$ cat config.mk
export PLATFORM = sky130hd
export DESIGN_NAME = note_player_flat
export DESIGN_NICKNAME = d
export VERILOG_FILES = /design/src/rtl/note_player_pkg.sv /design/src/rtl/note_player_if.sv /design/src/rtl/note_player_tone_divider.sv /design/src/rtl/note_player.sv /design/src/flat_wrapper.sv
export SDC_FILE = /design/constraint.sdc
export NUM_CORES = 1
export LEC_CHECK = 0
export CAP_MARGIN = 10
export CORE_MARGIN = 2
export CORE_UTILIZATION = 40
export CTS_CLUSTER_SIZE = 20
export DETAILED_ROUTE_END_ITERATION = 12
export MAX_ROUTING_LAYER = met4
export PLACE_DENSITY = 0.68
export SLEW_MARGIN = 40
export SYNTH_ARGS = -nofsm -noshare
export SYNTH_HDL_FRONTEND = slang
export SYNTH_SLANG_ARGS = --single-unit
$ cat constraint.sdc
create_clock -name clock -period 2.62 [get_ports clock]
set_input_delay 0.655 -clock clock [delete_from_list [all_inputs] [get_ports clock]]
set_output_delay 0.655 -clock clock [all_outputs]
set_load 0.02 [all_outputs]
$ cat src/rtl/note_player_pkg.sv
// note_player_pkg: shared constants, state encoding, bus payload type and
// half-period helpers for the note player.
package note_player_pkg;

    localparam int unsigned NOTE_W = 3;
    localparam int unsigned LED_W  = 7;
    localparam int unsigned HP_W   = 17;

    localparam logic [NOTE_W-1:0] NOTE_SIL = 3'd0;
    localparam logic [NOTE_W-1:0] NOTE_C   = 3'd1;
    localparam logic [NOTE_W-1:0] NOTE_D   = 3'd2;
    localparam logic [NOTE_W-1:0] NOTE_E   = 3'd3;
    localparam logic [NOTE_W-1:0] NOTE_F   = 3'd4;
    localparam logic [NOTE_W-1:0] NOTE_G   = 3'd5;
    localparam logic [NOTE_W-1:0] NOTE_A   = 3'd6;
    localparam logic [NOTE_W-1:0] NOTE_B   = 3'd7;

    typedef enum logic [1:0] {
        IDLE = 2'd0,
        PLAY = 2'd1,
        GAP  = 2'd2
    } state_t;

    // One sample of the note bus as seen by the synchroniser chain.
    typedef struct packed {
        logic [NOTE_W-1:0] code;
        logic              enable;
    } bus_t;

    // Half periods (in 50 MHz cycles) of the C..B tones.
    function automatic logic [HP_W-1:0] hp_table(input logic [NOTE_W-1:0] code);
        logic [HP_W-1:0] hp;
        case (code)
            NOTE_C:  hp = HP_W'(95556);
            NOTE_D:  hp = HP_W'(85131);
            NOTE_E:  hp = HP_W'(75843);
            NOTE_F:  hp = HP_W'(71586);
            NOTE_G:  hp = HP_W'(63776);
            NOTE_A:  hp = HP_W'(56818);
            NOTE_B:  hp = HP_W'(50619);
            default: hp = '0;
        endcase
        return hp;
    endfunction

    // Scaled half period, never below one cycle.
    function automatic logic [HP_W-1:0] half_period(input logic [NOTE_W-1:0] code,
                                                    input int unsigned       shift);
        logic [HP_W-1:0] hp;
        hp = hp_table(code) >> shift;
        if (hp == '0) begin
            hp = HP_W'(1);
        end
        return hp;
    endfunction

    // One-hot LED pattern for a note code; silence lights nothing.
    function automatic logic [LED_W-1:0] note_leds(input logic [NOTE_W-1:0] code);
        logic [LED_W-1:0] l;
        if (code == NOTE_SIL) begin
            l = '0;
        end else begin
            l = LED_W'(1) << (code - NOTE_W'(1));
        end
        return l;
    endfunction

endpackage

$ cat src/rtl/note_player_if.sv
// note_player_if: the 3-bit note bus plus its enable strobe.
//   master: drives note_code / enable (game datapath)
//   slave : receives them (note_player)
interface note_player_if;
    import note_player_pkg::*;

    logic [NOTE_W-1:0] note_code;
    logic              enable;

    modport master (output note_code, output enable);
    modport slave  (input  note_code, input  enable);
endinterface

$ cat src/rtl/note_player_tone_divider.sv
// tone_divider: square-wave generator. While run is high the buzzer toggles
// every half_period cycles; while run is low the counter and buzzer are held at 0.
//   clock, reset  : system clock, async active-low reset
//   run           : enable counting (low clears)
//   half_period   : toggle interval in cycles (>= 1)
//   buzzer        : registered tone output
module tone_divider
    import note_player_pkg::HP_W;
(
    input  logic            clock,
    input  logic            reset,
    input  logic            run,
    input  logic [HP_W-1:0] half_period,
    output logic            buzzer
);

    logic [HP_W-1:0] cnt_q;

    // Half-period counter and toggle flop.
    always_ff @(posedge clock or negedge reset) begin
        if (!reset) begin
            cnt_q  <= '0;
            buzzer <= 1'b0;
        end else if (!run) begin
            cnt_q  <= '0;
            buzzer <= 1'b0;
        end else if (cnt_q == half_period - HP_W'(1)) begin
            cnt_q  <= '0;
            buzzer <= ~buzzer;
        end else begin
            cnt_q  <= cnt_q + HP_W'(1);
        end
    end

endmodule

$ cat src/rtl/note_player.sv
// note_player: synchronises and glitch-filters the note bus, accepts one note
// per bus edge, plays it as a square wave for DUR_M cycles, then stays silent
// for GAP_M cycles.
//   clock, reset : system clock, async active-low reset
//   bus          : note_code / enable (slave modport)
//   buzzer       : square-wave tone
//   busy         : high while playing or in the gap
//   note_done    : one-cycle pulse when a note's duration completes
//   cur_note     : latched code of the note in progress, 0 when idle
//   leds         : one-hot of cur_note, 0 when idle
module note_player
    import note_player_pkg::*;
#(
    parameter int unsigned DUR_M       = 25_000_000,
    parameter int unsigned GAP_M       = 2_500_000,
    parameter int unsigned W_CNT       = 25,
    parameter int unsigned SCALE_SHIFT = 0
) (
    input  logic              clock,
    input  logic              reset,
    note_player_if.slave      bus,
    output logic              buzzer,
    output logic              busy,
    output logic              note_done,
    output logic [NOTE_W-1:0] cur_note,
    output logic [LED_W-1:0]  leds
);

    localparam logic [W_CNT-1:0] DUR_LAST = W_CNT'(DUR_M - 1);
    localparam logic [W_CNT-1:0] GAP_LAST = W_CNT'(GAP_M - 1);

    bus_t              s1_q, s2_q, s3_q;
    state_t            state_q, state_d;
    logic [W_CNT-1:0]  cnt_q, cnt_d;
    logic              armed_q, armed_d;
    logic [NOTE_W-1:0] cur_note_d;
    logic              note_done_d;
    logic              stable_c, rearm_c, accept_c, run_c;
    logic [HP_W-1:0]   hp_c;

    // Two-flop synchroniser plus a third stage used for the stability check.
    always_ff @(posedge clock or negedge reset) begin
        if (!reset) begin
            s1_q <= '0;
            s2_q <= '0;
            s3_q <= '0;
        end else begin
            s1_q <= {bus.note_code, bus.enable};
            s2_q <= s1_q;
            s3_q <= s2_q;
        end
    end

    // A sample only counts once it has held for two consecutive cycles.
    assign stable_c = (s2_q == s3_q);
    assign rearm_c  = stable_c && (!s2_q.enable || s2_q.code == NOTE_SIL);
    assign accept_c = (state_q == IDLE) && stable_c && s2_q.enable &&
                      (s2_q.code != NOTE_SIL) && armed_q;

    // Next-state and next-output logic.
    always_comb begin
        state_d     = state_q;
        cnt_d       = cnt_q;
        armed_d     = armed_q;
        cur_note_d  = cur_note;
        note_done_d = 1'b0;

        if (rearm_c) begin
            armed_d = 1'b1;
        end

        unique case (state_q)
            IDLE: begin
                cnt_d = '0;
                if (accept_c) begin
                    state_d    = PLAY;
                    cur_note_d = s2_q.code;
                    armed_d    = 1'b0;
                end
            end
            PLAY: begin
                if (cnt_q == DUR_LAST) begin
                    state_d     = GAP;
                    cnt_d       = '0;
                    note_done_d = 1'b1;
                end else begin
                    cnt_d = cnt_q + W_CNT'(1);
                end
            end
            GAP: begin
                if (cnt_q == GAP_LAST) begin
                    state_d    = IDLE;
                    cnt_d      = '0;
                    cur_note_d = NOTE_SIL;
                end else begin
                    cnt_d = cnt_q + W_CNT'(1);
                end
            end
            default: begin
                state_d    = IDLE;
                cnt_d      = '0;
                cur_note_d = NOTE_SIL;
            end
        endcase
    end

    // State, counters and registered status outputs.
    always_ff @(posedge clock or negedge reset) begin
        if (!reset) begin
            state_q   <= IDLE;
            cnt_q     <= '0;
            armed_q   <= 1'b1;
            cur_note  <= NOTE_SIL;
            leds      <= '0;
            busy      <= 1'b0;
            note_done <= 1'b0;
        end else begin
            state_q   <= state_d;
            cnt_q     <= cnt_d;
            armed_q   <= armed_d;
            cur_note  <= cur_note_d;
            leds      <= note_leds(cur_note_d);
            busy      <= (state_d != IDLE);
            note_done <= note_done_d;
        end
    end

    // Tone runs only on PLAY cycles that stay in PLAY, so the first toggle
    // lands HP cycles after entry and the buzzer is forced low on exit.
    assign run_c = (state_q == PLAY) && (state_d == PLAY);
    assign hp_c  = half_period(cur_note, SCALE_SHIFT);

    tone_divider u_tone (
        .clock       (clock),
        .reset       (reset),
        .run         (run_c),
        .half_period (hp_c),
        .buzzer      (buzzer)
    );

endmodule
$ cat src/flat_wrapper.sv
// flat-port wrapper written by rule: the top's interface ports become plain ports
module note_player_flat import note_player_pkg::*;
#(
    parameter int unsigned DUR_M       = 25_000_000,
    parameter int unsigned GAP_M       = 2_500_000,
    parameter int unsigned W_CNT       = 25,
    parameter int unsigned SCALE_SHIFT = 0
)
  (clock, reset, buzzer, busy, note_done, cur_note, leds, bus_note_code, bus_enable);
  note_player_if bus_i ();
  input  logic clock;
  input  logic reset;
  output logic buzzer;
  output logic busy;
  output logic note_done;
  output logic [NOTE_W-1:0] cur_note;
  output logic [LED_W-1:0] leds;
  input wire logic [$bits(bus_i.note_code)-1:0] bus_note_code;
  input wire logic [$bits(bus_i.enable)-1:0] bus_enable;
  assign bus_i.note_code = bus_note_code;
  assign bus_i.enable = bus_enable;
  note_player #(.DUR_M(DUR_M), .GAP_M(GAP_M), .W_CNT(W_CNT), .SCALE_SHIFT(SCALE_SHIFT)) u_core (.clock(clock), .reset(reset), .bus(bus_i), .buzzer(buzzer), .busy(busy), .note_done(note_done), .cur_note(cur_note), .leds(leds));
endmodule
-- Word level (Yosys, flattened, before mapping)
Index checks and enable logic that the tools add are counted.
- bits in registers: 70
- input bits: 6
- output and inout bits: 13
- word-level logic and storage cells: 72
- $add $sub $neg: 4
- eq/ne operators: 15
- shift operators: 1
- mux-type cells: 22
- bitwise gates (word level): 1
- reductions and logical operators: 14
- operators by type and width (cell ; number):
    one-hot mux 17 bit (7 select lines) ; 1
    two-way mux 17 bit ; 3
    two-way mux 25 bit ; 2
    one-hot mux 25 bit (2 select lines) ; 1
    adder 25 x 1 -> 25 bit, second input constant ; 1
    == test 25 x 22 -> 1 bit, second input constant ; 1
    == test 25 bit, second input constant ; 1
    adder 17 x 1 -> 17 bit, second input constant ; 1
    == test 17 bit ; 1
    zero test 17 bit ; 1
    subtractor 17 x 1 -> 17 bit, second input constant ; 1
    == test 3 bit, second input constant ; 4
    one-hot mux 3 bit (3 select lines) ; 1
    two-way mux 1 bit ; 7
    two-way mux 7 bit ; 1
    << shifter 1 x 3 -> 7 bit, first input constant ; 1
    == test 3 x 2 -> 1 bit, second input constant ; 2
    logical AND 1 bit ; 6
    zero test 3 bit ; 2
    two-way mux 2 bit ; 3
    two-way mux 3 bit ; 2
    one-hot mux 2 bit (3 select lines) ; 1
    == test 2 x 1 -> 1 bit, second input constant ; 2
    == test 4 bit ; 1
    10 further kinds ; 10

-- Logic depth before layout (Yosys ltp)
- depth in word-level cells: 10
- depth in mapped cells: 9
- mapped depth without buffers: 7

-- Cells and area by module
From an unflattened synthesis, not the netlist that was laid out.
- cells, all modules: 424
- area, all modules: 4095.2 um^2
- by module, submodules not included (module ; times used ; cells an instance ; area each (um^2) ; sequential area each (um^2)):
    note_player ; 1 ; 256 ; 2633.8 ; 1302.5
    tone_divider ; 1 ; 168 ; 1461.4 ; 450.4

-- Worst setup path before layout
Ideal clock, no wire load.
- path kind: register to register
- from: register u_core.cur_note[2]
- to: register u_core.u_tone.cnt_q[13]
- library setup time: 119 ps
- arrival: 2046 ps
- required time: 2501 ps
- slack: 456 ps
- stages on the path, launching flop included: 9
- path buffers: 3
- period minus slack after synthesis: 2164 ps
- cell sequence: dfrtp_1 > buf_2 > buf_1 > a21boi_0 > a2111oi_0 > nand4_1 > o21ai_2 > buf_4 > nor2_1
- cells in the longest elaborated chain, start to end: 8
- elaborated cells between the ends (all ways): 14
- those cells by class: add/sub: 1; eq/ne: 8; mux: 4; reduce/logical: 1
- RTL lines (item ; line ; RTL):
    start: declaration ; note_player.sv:25 ; output logic [NOTE_W-1:0] cur_note,
    start signal: assignment ; note_player.sv:121 ; cur_note <= cur_note_d;
    == test 3 bit (tied with other cells) ; note_player_pkg.sv:33 ; case (code)
    one-hot mux 17 bit (7 select lines) (*) ; note_player_pkg.sv:33 ;
    zero test 17 bit ; note_player_pkg.sv:51 ; if (hp == '0) begin
    two-way mux 17 bit (*) ; note_player_pkg.sv:51 ;
    subtractor 17 x 1 -> 17 bit (*) ; note_player_tone_divider.sv:27 ; end else if (cnt_q == half_period - HP_W'(1)) begin
    == test 17 bit (*) ; note_player_tone_divider.sv:27 ;
    two-way mux 17 bit (*) ; note_player_tone_divider.sv:27 ;
    two-way mux 17 bit (*) ; note_player_tone_divider.sv:24 ; end else if (!run) begin
    end signal: assignment ; note_player_tone_divider.sv:31 ; cnt_q <= cnt_q + HP_W'(1);
    end: declaration ; note_player_tone_divider.sv:17 ; logic [HP_W-1:0] cnt_q;
Mark *: on every way between the ends. The rest lies on a longest branch, timed or not.
A chain may end at the register's enable or synchronous reset.

-- Final worst setup path
- from: register u_core.cur_note[2]
- to: output port cur_note[2]
- RTL lines (item ; line ; RTL):
    end: declaration ; flat_wrapper.sv:16 ; output logic [NOTE_W-1:0] cur_note;
No word-level cell between the ends.

==> flow_summary.ini <==
[run_status]
run_status = finished, final reports clean

[synthesis]
async_flop_share = 1.00
yosysUniqueCellTypes = 61
synth_top_family_by_area = simple AND/OR/NAND/NOR gates
synth-adder-area-share = 0.0207
yosysTopAreaCellShare = 0.476
synth_nets = 383
yosys.area.top_type = dfrtp_1
synth-edff-count = 0
ys_ff_latch = 70
postSynthCellCount = 371
synth_xor_area_frac = 0.101
yosysMostFrequentCell = dfrtp_1
yosysSeqAreaShare = 0.483
synth_compound_area_frac = 0.102
synth_mux_area_frac = 0
synth_ff_type = dfrtp_1
synthTopCellsByCount = dfrtp_1, nor2_1, xor2_1
synthSimpleGateAreaFrac = 0.262
netlist_area_sq_um = 3630
synthTopCellsByArea = dfrtp_1, xor2_1, nor2_1, xnor2_1, nand3_1
avgSynthCellArea_sq_um = 9.78
yosysWarnings = 0

[clocking]
clk_latency_ps = 340
postCtsSetupRepairBufs = 0
cts_hold_buf = 0
h-tree-depth = 3
clk_pin_slew_worst_paths_ps = 80
cts_buffer_depth = 2
ctsResizeCount = 0
cts_sinks = 70
cts_tree = yes
cts_root_buffer = clkbuf_8
cts_buffers = 9

[final_layout]
fin_cells = 507
utilization = 0.477
area_growth_pct = 15.1
fin_nets = 406
layout-drive-gt1-share = 0.110
num_antenna_cells = 0

[pwr]
p_leak_nw = 1.70
combinationalPowerShare = 0.211
power.share.sequential = 0.434
p_per_area_nw_per_um2 = 669
clkPwrFrac = 0.355
swShare = 0.298
vdd_ir_drop_max_mv = 0.329
intPower_mw = 1.96
p_sw_mw = 0.834

[placed_design]
dp_hpwl_um = 4950
gp_congestion = 0.856
dp_cells = 491
io_buffers = 18

[sta]
setup_viol = 0
fin_crit_ps = 2400
finalCritPeriodShare = 0.915
tightest_slew_ps = 712
max_freq_mhz = 417
drv_slew = 0
skew_ps = 11.6
setup_tns_ps = 0
hold_viol_final = 0
maxSlewHeadroom = 0.518
rsz0062_at_grt = no

[critical_path]
worstPathRequired_ps = 1970
critPathBufInv = 1
path_class = register to output pin
max_stage_delay_ps = 710
cpMaxStageDelayCell = clkdlybuf4s50_1
r2r-end = u_core.u_tone.buzzer
cp_cell_sequence = clkdlybuf4s50_1
arrival_ps = 1740
r2r_setup_slack_ps = 270
crit_fanout = 21
startpoint_type = register
end_kind = output pin
timing.rr.start = u_core.cur_note[2]
crit_family = buffers and inverters
r2r_cells = 6

[die]
initial_utilization = 0.414
die_x_um = 99.2
die_y_um = 99.2
pin_count = 19
rows = 34
fp.dieArea_sq_um = 9850
fp.coreArea_sq_um = 8760

[grt]
grt_max_degree = 71
grt.overflow.total = 0
antenna_found_initial = 0
grt_pass1_wl_um = 12900
grt_pass1_vias = 2709
track_usage = 0.165

[detailed_routing]
vias = 2759
drt-initial-drc-count = 124
ant_nets = 0
drt_wl_total_um = 7220
viasPerCell = 5.44
drc = 0
drtPass1Iterations = 4
routedWlPerCell_um = 14.2

[worst_hold_path]
min_path_type = input port to asynchronous set/reset pin

[flow_run]
drv_cap = 0
[power by group through the flow]
stage                     registers, mW  clock network, mW  logic, mW
after floorplan                    1.23                  0      0.417
after global placement             1.23                  0      0.581
after detailed placement           1.23                  0      0.590
after CTS                          1.21               1.02      0.594
after global routing               1.23               1.06      0.653
final                              1.21              0.992      0.591
[placed cells by master (no fill, tap or decap), drive strengths merged, types with 4 or more instances in the layout]
master / n
dfrtp: 69
nor2: 57
xor2: 26
nand2: 20
nand3: 19
clkdlybuf4s50: 17
xnor2: 16
inv: 14
nand4: 11
nor3: 11
buf: 10
clkbuf: 9
o21ai: 9
and3: 9
a21oi: 9
ha: 6
nor4: 6
and4: 5
nor2b: 5
nand2b: 5
a21boi: 5
nor3b: 5
nor4b: 4
or3: 4
o31a: 4
[kinds of logic (layout without fill, tap and decap cells)]
kind of cell	after synthesis	after routing
and+or+nand+nor	176	176
AOI/OAI and AO/OA	51	51
buffers and inverters	26	54
DFF	70	70
xor gates and xnor gates	42	42
adders and majority gates	6	6
[per-layer routing]
metal | part of all wire | vias up | track usage
met3 | 0.033 | 13 | 0.0394
met1 | 0.48 | 1342 | 0.221
met2 | 0.47 | 50 | 0.247
met4 | 0.022 | 0 | 0.0611
met5 | 0 | - | -
li1 | - | 1354 | -
[layout make-up]
type	instances	area (sq um)
clock buffer	9	124
clock inverter	7	103
multi-input combinational	275	1770
fill	809	4590
sequential	70	1750
inverter	11	41.3
tap	108	135
timing repair buffer	27	255
[flip-flops by register name (all words and copies together), names as in the netlist]
name and flops:
u_core.cnt_q 25, u_core.u_tone.cnt_q 17, u_core.leds 7, u_core.s1_q 4
u_core.s2_q 4, u_core.s3_q 4, u_core.cur_note 3, u_core.state_q 2
u_core.armed_q 1, u_core.busy 1, u_core.note_done 1, u_core.u_tone.buzzer 1
[per-stage QoR]
step / total power [mW] / worst slack [ps] / area (sq um) / hold slack, ps
finish: 2.80 / 221 / 4180 / 307
floorplan: 1.64 / 456 / 3630 / 331
global route: 2.95 / 61.7 / 4180 / 350
CTS: 2.83 / 208 / 4180 / 338
detailed placement: 1.82 / 272 / 3950 / 339
global placement: 1.81 / 367 / 3950 / 333
[worst max-delay path by stage]
stage	slack (ps)	from	depth (start not counted)	endpoint
floorplan	460	u_core.cur_note[2]	8	u_core.u_tone.cnt_q[13]
global placement	370	u_core.cur_note[2]	6	u_core.u_tone.buzzer
detailed placement	270	u_core.cur_note[2]	6	u_core.u_tone.buzzer
CTS	210	u_core.cur_note[2]	1	cur_note[2]
global route	60	u_core.cur_note[2]	6	u_core.u_tone.buzzer
finish	220	u_core.cur_note[2]	1	cur_note[2]
Note: power is estimated with default switching activity, not from simulation.
